<file path="src/rtl/pipe_hold_ctrl.sv">
// Central hold/flush scheduler for the five-stage core: per-stage hold codes,
// PC redirect, and the divide-wait and interrupt drain/entry sequences.
module pipe_hold_ctrl #(
  parameter int HOLD_W       = 2,
  parameter int ADDR_W       = 32,
  parameter int DIV_TIMEOUT  = 40,
  parameter int DRAIN_CYCLES = 2
) (
  input  logic              clk,
  input  logic              rst,
  input  logic              bus_wait_i,
  input  logic              div_start_i,
  input  logic              div_done_i,
  input  logic              jump_req_i,
  input  logic [ADDR_W-1:0] jump_addr_i,
  input  logic              load_use_i,
  input  logic              irq_req_i,
  input  logic [ADDR_W-1:0] irq_vector_i,
  input  logic [ADDR_W-1:0] resume_pc_i,
  output logic [HOLD_W-1:0] pc_hold_flag_o,
  output logic [HOLD_W-1:0] if_id_hold_flag_o,
  output logic [HOLD_W-1:0] id_ex_hold_flag_o,
  output logic [HOLD_W-1:0] ex_mem_hold_flag_o,
  output logic [HOLD_W-1:0] mem_wb_hold_flag_o,
  output logic              pc_jump_en_o,
  output logic [ADDR_W-1:0] pc_jump_addr_o,
  output logic              irq_ack_o,
  output logic [ADDR_W-1:0] epc_o,
  output logic              div_timeout_o
);

  localparam logic [HOLD_W-1:0] HOLD_NONE  = HOLD_W'(0);
  localparam logic [HOLD_W-1:0] HOLD_WAIT  = HOLD_W'(1);
  localparam logic [HOLD_W-1:0] HOLD_FLUSH = HOLD_W'(2);

  localparam int CNT_MAX = (DIV_TIMEOUT > DRAIN_CYCLES) ? DIV_TIMEOUT : DRAIN_CYCLES;
  localparam int CNT_W   = $clog2(CNT_MAX) + 1;

  localparam logic [CNT_W-1:0] CNT_ZERO   = CNT_W'(0);
  localparam logic [CNT_W-1:0] CNT_ONE    = CNT_W'(1);
  localparam logic [CNT_W-1:0] DIV_LAST   = CNT_W'(DIV_TIMEOUT - 1);
  localparam logic [CNT_W-1:0] DRAIN_LAST = CNT_W'(DRAIN_CYCLES - 1);

  typedef enum logic [1:0] {
    ST_IDLE,
    ST_DIV_BUSY,
    ST_IRQ_DRAIN,
    ST_IRQ_JUMP
  } state_e;

  state_e              state_q, state_d;
  logic [CNT_W-1:0]    cnt_q, cnt_d;
  logic [ADDR_W-1:0]   epc_q, epc_d;

  always_comb begin
    // NOTE: every output and next-state value gets a default first so no path
    // through the case leaves one unassigned, which would infer a latch.
    state_d            = state_q;
    cnt_d              = cnt_q;
    epc_d              = epc_q;
    pc_hold_flag_o     = HOLD_NONE;
    if_id_hold_flag_o  = HOLD_NONE;
    id_ex_hold_flag_o  = HOLD_NONE;
    ex_mem_hold_flag_o = HOLD_NONE;
    mem_wb_hold_flag_o = HOLD_NONE;
    pc_jump_en_o       = 1'b0;
    pc_jump_addr_o     = '0;
    irq_ack_o          = 1'b0;
    div_timeout_o      = 1'b0;

    // Outputs sit at their defaults for as long as reset is held.
    if (!rst) begin
      if (bus_wait_i) begin
        // Bus stall freezes everything; the held EX stage re-presents any jump.
        pc_hold_flag_o     = HOLD_WAIT;
        if_id_hold_flag_o  = HOLD_WAIT;
        id_ex_hold_flag_o  = HOLD_WAIT;
        ex_mem_hold_flag_o = HOLD_WAIT;
        mem_wb_hold_flag_o = HOLD_FLUSH;
      end else begin
        unique case (state_q)
          ST_IDLE: begin
            if (div_start_i) begin
              state_d            = ST_DIV_BUSY;
              cnt_d              = CNT_ZERO;
              pc_hold_flag_o     = HOLD_WAIT;
              if_id_hold_flag_o  = HOLD_WAIT;
              id_ex_hold_flag_o  = HOLD_WAIT;
              ex_mem_hold_flag_o = HOLD_FLUSH;
            end else if (jump_req_i) begin
              pc_jump_en_o      = 1'b1;
              pc_jump_addr_o    = jump_addr_i;
              if_id_hold_flag_o = HOLD_FLUSH;
              id_ex_hold_flag_o = HOLD_FLUSH;
            end else if (load_use_i) begin
              pc_hold_flag_o    = HOLD_WAIT;
              if_id_hold_flag_o = HOLD_WAIT;
              id_ex_hold_flag_o = HOLD_FLUSH;
            end else if (irq_req_i) begin
              state_d           = ST_IRQ_DRAIN;
              cnt_d             = CNT_ZERO;
              epc_d             = resume_pc_i;
              pc_hold_flag_o    = HOLD_WAIT;
              if_id_hold_flag_o = HOLD_FLUSH;
              id_ex_hold_flag_o = HOLD_FLUSH;
            end
          end

          ST_DIV_BUSY: begin
            if (div_done_i) begin
              state_d = ST_IDLE;
              cnt_d   = CNT_ZERO;
            end else if (cnt_q == DIV_LAST) begin
              state_d       = ST_IDLE;
              cnt_d         = CNT_ZERO;
              div_timeout_o = 1'b1;
            end else begin
              cnt_d              = cnt_q + CNT_ONE;
              pc_hold_flag_o     = HOLD_WAIT;
              if_id_hold_flag_o  = HOLD_WAIT;
              id_ex_hold_flag_o  = HOLD_WAIT;
              ex_mem_hold_flag_o = HOLD_FLUSH;
            end
          end

          ST_IRQ_DRAIN: begin
            // EX/MEM retire; a redirect from EX moves the return address instead.
            pc_hold_flag_o    = HOLD_WAIT;
            if_id_hold_flag_o = HOLD_FLUSH;
            id_ex_hold_flag_o = HOLD_FLUSH;
            if (jump_req_i) epc_d = jump_addr_i;
            if (cnt_q == DRAIN_LAST) begin
              state_d = ST_IRQ_JUMP;
              cnt_d   = CNT_ZERO;
            end else begin
              cnt_d = cnt_q + CNT_ONE;
            end
          end

          ST_IRQ_JUMP: begin
            pc_jump_en_o      = 1'b1;
            pc_jump_addr_o    = irq_vector_i;
            irq_ack_o         = 1'b1;
            if_id_hold_flag_o = HOLD_FLUSH;
            id_ex_hold_flag_o = HOLD_FLUSH;
            state_d           = ST_IDLE;
          end

          default: state_d = ST_IDLE;
        endcase
      end
    end
  end

  // NOTE: sequential state uses non-blocking assignments so every flop samples
  // values from before the edge, independent of statement order.
  always_ff @(posedge clk or posedge rst) begin
    if (rst) begin
      state_q <= ST_IDLE;
      cnt_q   <= CNT_ZERO;
      epc_q   <= '0;
    end else begin
      state_q <= state_d;
      cnt_q   <= cnt_d;
      epc_q   <= epc_d;
    end
  end

  assign epc_o = epc_q;

endmodule

</file>
<file path="config.mk">
export PLATFORM = sky130hd
export DESIGN_NAME = pipe_hold_ctrl
export DESIGN_NICKNAME = d
export VERILOG_FILES = /design/src/rtl/pipe_hold_ctrl.sv
export SDC_FILE = /design/constraint.sdc
export NUM_CORES = 1
export LEC_CHECK = 0
export BUFFER_PORTS_ARGS = -buffer_cell sky130_fd_sc_hd__buf_2
export CORE_ASPECT_RATIO = 0.7
export CORE_MARGIN = 4
export CORE_UTILIZATION = 35
export CTS_CLUSTER_DIAMETER = 40
export DETAILED_ROUTE_END_ITERATION = 7
export PLACE_DENSITY_LB_ADDON = 0.2
export SLEW_MARGIN = 30
export SYNTH_ARGS = -nofsm -noshare
export SYNTH_HDL_FRONTEND = slang
export SYNTH_SLANG_ARGS = --single-unit
</file>
<file path="constraint.sdc">
create_clock -name clk -period 4.6 [get_ports clk]
set_clock_uncertainty 0.05 [all_clocks]
set_input_delay 0.69 -clock clk [delete_from_list [all_inputs] [get_ports clk]]
set_output_delay 0.69 -clock clk [all_outputs]
set_load 0.02 [all_outputs]
</file>
==> impl_metrics.py, run 1 <==
metrics = {
    "status": {
        "outcome": "finished, final reports clean",
    },
    "route": {
        "vias": 2869,
        "routed_wl_um": 8960,
        "detail-route-antenna-nets": 0,
        "drcViolationCount": 0,
        "viasPerCell": 5.11,
        "wl_per_cell_um": 16.0,
        "first_pass_iters": 4,
        "drt_iter0_markers": 83,
    },
    "floorplanning": {
        "ioPinCount": 181,
        "dieWidth_um": 117,
        "rows": 27,
        "core_um2": 7940,
        "initial_core_util": 0.364,
        "dieHeight_um": 84.0,
        "die_area_um2": 9790,
    },
    "clocking": {
        "cts_sinks": 41,
        "hold_buffers": 0,
        "cts_root_buf": "clkbuf_16",
        "cts_buffer_depth": 2,
        "cts_setup_buffers": 0,
        "clk_pin_slew_worst_paths_ps": 60,
        "clock_latency_ps": 280,
        "htree_levels": 2,
        "cts_tree": "done",
        "postCtsResizedCells": 0,
        "cts_buffers": 5,
    },
    "worst_setup_path": {
        "worstPathArrival_ps": 2800,
        "path_cells": "inv_1 -> ha_1 -> nor2b_1 -> and2_1 -> buf_4 -> a22oi_1 -> nor2_1 -> buf_2",
        "crit_family": "simple AND/OR/NAND/NOR gates",
        "path_class": "register to output port",
        "cpPeakStageDelay_ps": 520,
        "cp_num_buf_inv": 3,
        "cp_data_required_time_ps": 3860,
        "critPathCaptureType": "output port",
        "crit_slowest_cell": "and2_1",
        "critPathLaunchType": "register",
        "cp_max_fo": 23,
    },
    "timing": {
        "finalCriticalPeriod_ps": 3540,
        "max_freq_ghz": 0.283,
        "hold_slack_ps": 430,
        "worst_pin_slew_ps": 684,
        "setup_viol": 0,
        "fin_ws_ps": 1060,
        "report.final.slew_viol_count": 0,
        "post-route-period-util": 0.769,
        "setup-tns-final_ps": 0,
        "rsz0062_at_grt": "false",
        "relSlewSlack": 0.544,
        "hold_violations": 0,
    },
    "grt": {
        "grt_max_degree": 43,
        "overflow": 0,
        "grt_usage": 0.175,
        "grt_antenna_before_repair": 0,
        "grt_pass1_wl_um": 13700,
        "grt_pass1_vias": 2856,
    },
    "placement": {
        "gp_congestion": 0.869,
        "placed_area_um2": 3830,
        "io_buffers": 178,
        "pre_cts_slack_ps": 1350,
        "placed_cells_incl_taps": 553,
        "dp_hpwl_um": 7050,
    },
    "yosys": {
        "synth_xor_area_frac": 0,
        "synth_cell_type_count": 40,
        "synth_ff_type": "dfrtp_1",
        "synth_compound_area_frac": 0.166,
        "ys.warnings.count": 0,
        "synthCells": 293,
        "synth_top_family_by_area": "multiplexers",
        "syn_avg_cell_area_um2": 9.86,
        "synthArstFlopShare": 1.00,
        "synthSimpleGateAreaFrac": 0.129,
        "yosysSeqAreaShare": 0.355,
        "synth_area_um2": 2890,
        "synth_fa_ha_area_frac": 0.0347,
        "synth-edff-count": 0,
        "muxShareOfSynthArea": 0.257,
        "synth_seq_cells": 41,
    },
    "min_path": {
        "hold_path_class": "register to register",
    },
    "power_and_ir_drop": {
        "powerDensity_nw_per_um2": 562,
        "switchingPower_uw": 965,
        "leakage_uw": 0.00195,
        "irDropWorstVdd_mv": 0.268,
        "p_comb_frac": 0.533,
        "seqPwrFrac": 0.290,
        "sw_frac_of_total": 0.430,
        "internal_power_uw": 1280,
        "pwr-share-clk": 0.177,
    },
    "finish": {
        "area_growth_pct": 38.4,
        "nets": 571,
        "final_common_cell": "buf_2",
        "antenna_cells": 0,
        "final_layout_size_suffix_gt1_frac": 0.513,
        "final_cells": 561,
        "stdcell_area_um2": 4000,
        "layout.cells.most_common_list": "178 x buf_2, 41 x dfrtp_1, 40 x mux2_2",
    },
    "job": {
        "cap_violations": 0,
    },
}
[final timing paths]
| path | startpoint | endpoint | slack, ps | cells past startpoint |
|---|---|---|---|---|
| hold reg to reg | epc_o[31]$_DFFE_PP0P_ | epc_o[31]$_DFFE_PP0P_ | 430 | 1 |
| hold / removal | epc_o[31]$_DFFE_PP0P_ | epc_o[31]$_DFFE_PP0P_ | 430 | 1 |
| min in group asynchronous | rst | epc_o[30]$_DFFE_PP0P_ | 540 | 3 |
| setup / recovery | state_q[1]$_DFFE_PP0P_ | pc_jump_addr_o[15] | 1060 | 8 |
| setup reg to reg | state_q[1]$_DFFE_PP0P_ | epc_o[15]$_DFFE_PP0P_ | 1960 | 7 |
| max in group asynchronous | rst | epc_o[8]$_DFFE_PP0P_ | 3590 | 3 |
[flip-flops by register name (all words and copies together) (netlist names)]
signal and count:
cnt_q 7, epc_o 32, state_q 2
[worst register-to-register path: cells and delay by family, from the launching register on]
family | cells | cell delay [ps]
AO/OA/AOI/OAI | 1 | 530
multiplexers | 1 | 350
flip-flops | 1 | 420
adder cells (fa/ha/maj) | 1 | 210
AND/OR/NAND/NOR | 2 | 580
buffers and inverters | 2 | 380
[synthesized netlist by cell type, types with 3 or more instances]
master,number,area (µm²)
nand2b_1,3,18.8
clkbuf_1,13,48.8
a22oi_1,32,240
mux2_2,40,450
nand2_1,13,48.8
nor2_1,39,146
dfrtp_1,41,1030
buf_2,4,20.0
mux2_1,25,282
inv_1,7,26.3
buf_6,4,45.0
nand3_1,5,25.0
o21ai_1,5,25.0
a21oi_1,13,65.1
ha_1,8,100
buf_4,3,22.5
nor3_1,3,15.0
or3_1,3,18.8
o21a_1,3,22.5
[cells by family after synthesis]
family | Yosys count
AOI/OAI and AO/OA | 67
adders and majority gates | 8
buffers and inverters | 32
DFF | 41
muxes | 66
other | 1
and+or+nand+nor | 78
[per-stage QoR]
stage	util	total power, µW
after CTS	0.504	2270
after global placement	0.479	1830
after detailed placement	0.482	1860
after global routing	0.504	2410
after floorplan	-	1460
final	0.504	2250
[metal layers]
layer,vias up,share of wire,track usage
li1,1392,-,-
met1,1349,0.43,0.218
met2,120,0.47,0.297
met3,8,0.091,0.0486
met4,0,0.012,0.0427
met5,-,0,0
[layout make-up]
type                    count  area (µm²)
clock buffers               6         129
clock inverters             2        38.8
fillers                   752        3940
inverters                   7        26.3
multi-input cells         221        1700
flip-flops and latches     41        1030
well taps                 101         126
repair buffers            183         948
[power groups by stage]
stage | Combinational (µW) | Clock, µW | Sequential [µW]
2_1_floorplan | 648 | 0 | 816
3_3_place_gp | 1190 | 0 | 643
3_5_place_dp | 1210 | 0 | 652
4_1_cts | 1220 | 405 | 653
5_1_grt | 1310 | 420 | 678
6_report | 1200 | 397 | 652
No activity file was read; power rests on OpenSTA's default activity.
==> inputs of run 2 (changes only) <==
--- a/config.mk
+++ b/config.mk
@@ -5,6 +5,7 @@
 export SDC_FILE = /design/constraint.sdc
 export NUM_CORES = 1
 export LEC_CHECK = 0
+export ABC_AREA = 1
 export BUFFER_PORTS_ARGS = -buffer_cell sky130_fd_sc_hd__buf_2
 export CORE_ASPECT_RATIO = 0.7
 export CORE_MARGIN = 4
==> constraint.sdc (replaced) <==
create_clock -name clk -period 3.4 [get_ports clk]
set_clock_uncertainty 0.05 [all_clocks]
set_input_delay 0.51 -clock clk [delete_from_list [all_inputs] [get_ports clk]]
set_output_delay 0.51 -clock clk [all_outputs]
set_load 0.02 [all_outputs]
==> run 2 against run 1 <==
  * Largest power group unchanged
  * Area after synthesis increased by 13%
  * Synthesized cell count rose by 73%
  * Highest routed layer unchanged
  * Cell area increased by 8.5%
==> impl_metrics.py, run 2 <==
metrics = {
    "yosys": {
        "syn_avg_cell_area_um2": 6.48,
        "ys.warnings.count": 0,
        "synth-edff-count": 0,
        "synth_common_cells": "200 x nand2_1, 57 x inv_1, 41 x dfrtp_1",
        "synthTopCellsByArea": "dfrtp_1 31%, nand2_1 23%, o21ai_2 8.6%, inv_1 6.5%, nand4_1 6.5%",
        "synth_area_um2": 3280,
        "yosysMostFrequentCell": "nand2_1",
        "synthCells": 506,
        "synth_ff_type": "dfrtp_1",
        "yosysSeqAreaShare": 0.313,
        "synth_top_area_share": 0.313,
        "synth_seq_cells": 41,
        "synth_largest_area_cell": "dfrtp_1",
        "synth_cell_type_count": 26,
        "synthArstFlopShare": 1.00,
    },
    "placement": {
        "io_buffers": 178,
        "gp_congestion": 0.856,
        "placed_area_um2": 4180,
        "dp_hpwl_um": 8500,
    },
    "finish": {
        "stdcell_area_um2": 4340,
        "fillers": 967,
        "antenna_cells": 0,
        "nets": 776,
        "final_layout_size_suffix_gt1_frac": 0.352,
        "layout.cells.most_common_list": "200 x nand2_1, 178 x buf_2, 56 x inv_1",
        "final_common_cell": "nand2_1",
        "largest_reg_flops": 32,
        "area_growth_pct": 32.3,
    },
    "worst_setup_path": {
        "cpPeakStageDelay_ps": 430,
        "worstPathArrival_ps": 2450,
        "cp_data_required_time_ps": 2840,
        "cp_num_buf_inv": 4,
        "crit_family": "buffers and inverters",
        "critPathLaunchType": "register",
        "critPathCaptureType": "output port",
        "crit_slowest_cell": "dfrtp_1",
        "path_cells": "inv_1 -> ha_1 -> inv_1 -> nand2_1 -> buf_4 -> a21oi_1 -> buf_2",
        "crit_top_cell": "inv_1",
        "path_class": "register to output port",
        "cp_max_fo": 18,
    },
    "route": {
        "first_pass_iters": 5,
        "drt_iter0_markers": 222,
        "routed_wl_um": 11300,
        "wl_per_cell_um": 14.3,
        "detail-route-antenna-nets": 0,
        "vias": 3797,
        "drcViolationCount": 0,
        "viasPerCell": 4.81,
    },
    "grt": {
        "overflow": 0,
        "grt_pass1_vias": 3421,
        "grt_pass1_wl_um": 17000,
        "grt_antenna_before_repair": 0,
        "grt_max_degree": 42,
        "grt_usage": 0.196,
    },
    "clocking": {
        "cts_root_buf": "clkbuf_16",
        "postCtsResizedCells": 0,
        "htree_levels": 2,
        "cts_tree": "done",
        "cts_sinks": 41,
        "cts_setup_buffers": 0,
        "hold_buffers": 0,
        "cts_buffer_depth": 2,
        "cts_buffers": 5,
        "clock_latency_ps": 270,
        "clk_pin_slew_worst_paths_ps": 60,
    },
    "timing": {
        "max_freq_ghz": 0.332,
        "setup-tns-final_ps": 0,
        "setup_viol": 0,
        "worst_pin_slew_ps": 774,
        "relSlewSlack": 0.484,
        "hold_violations": 0,
        "finalCriticalPeriod_ps": 3010,
        "report.final.slew_viol_count": 0,
        "post-route-period-util": 0.885,
        "rsz0062_at_grt": "false",
    },
    "power_and_ir_drop": {
        "seqPwrFrac": 0.264,
        "sw_frac_of_total": 0.492,
        "irDropWorstVdd_mv": 0.298,
        "switchingPower_uw": 1560,
        "powerDensity_nw_per_um2": 732,
        "leakage_uw": 0.00240,
        "internal_power_uw": 1610,
        "p_comb_frac": 0.583,
        "pwr-share-clk": 0.153,
    },
    "floorplanning": {
        "ioPinCount": 181,
        "dieWidth_um": 124,
        "rows": 29,
        "die_area_um2": 11000,
        "dieHeight_um": 89.0,
        "core_um2": 9110,
        "initial_core_util": 0.360,
    },
    "status": {
        "outcome": "finished, final reports clean",
    },
    "min_path": {
        "hold_path_class": "primary input to async pin",
    },
    "job": {
        "cap_violations": 0,
    },
}
[run 2: changes by cell type in the layout (fill, tap and decap cells not counted), sizes merged, moves of 21 or more]
cell,delta
nand4,+34
a22oi,-32
inv,+53
mux2,-65
nand2,+188
a21oi,+21
o21ai,+31
[run 2: cells by family (layout without fill, tap and decap cells)]
logic type / Yosys count / count (layout) / synth area share
simple gates: 285 / 285 / 0.367
other cells: 1 / 2 / 0.00114
flops: 41 / 41 / 0.313
xor+xnor: 2 / 2 / 0.00535
fa+ha+maj: 8 / 8 / 0.0305
compound gates: 75 / 75 / 0.153
buf+inv: 94 / 252 / 0.129
[run 2: metrics by stage]
step	hold slack [ps]	total power, µW	cells	utilization	setup WS (ps)
after global routing	435	3440	789	0.476	254
after CTS	401	3200	789	0.476	371
final	373	3180	789	0.476	389
after detailed placement	468	2700	781	0.459	562
after floorplan	441	2100	507	-	1200
after global placement	462	2670	781	0.459	606
[run 2: worst paths after layout]
check	slack, ps	cells after the start	startpoint	to
max	390	7	state_q[0]$_DFFE_PP0P_	pc_jump_addr_o[30]
min	370	3	rst	state_q[1]$_DFFE_PP0P_
max reg2reg	720	9	state_q[0]$_DFFE_PP0P_	epc_o[27]$_DFFE_PP0P_
min reg2reg	470	2	epc_o[24]$_DFFE_PP0P_	epc_o[24]$_DFFE_PP0P_
max in group asynchronous	2560	3	rst	cnt_q[0]$_DFFE_PP0P_
min in group clk	470	2	epc_o[24]$_DFFE_PP0P_	epc_o[24]$_DFFE_PP0P_
[run 2: layout make-up]
type	count	area, µm²	share of cell area
flip-flops and latches	41	1030	0.237
well taps	124	155	0.0358
multi-input cells	372	1830	0.423
repair buffers	185	943	0.218
inverters	59	221	0.0511
clock inverters	1	5.00	0.00115
clock buffers	7	153	0.0352
[run 2: layer usage]
metal | wire, µm | vias up | GRT usage
li1 | - | 1918 | -
met1 | 5170 | 1682 | 0.277
met2 | 4690 | 191 | 0.305
met3 | 1320 | 6 | 0.0550
met4 | 72 | 0 | 0.0302
met5 | 0 | - | 0
[run 2: worst min-delay path, cell delays in order]
cell	delay, ps
buf_2	140
inv_2	60
buf_4	430
[run 2: power groups by stage]
stage / clock network [µW] / registers (µW) / logic, µW
floorplan: 0 / 1070 / 1040
global placement: 0 / 842 / 1830
detailed placement: 0 / 843 / 1860
global route: 523 / 870 / 2050
finish: 486 / 839 / 1850
CTS: 501 / 844 / 1860
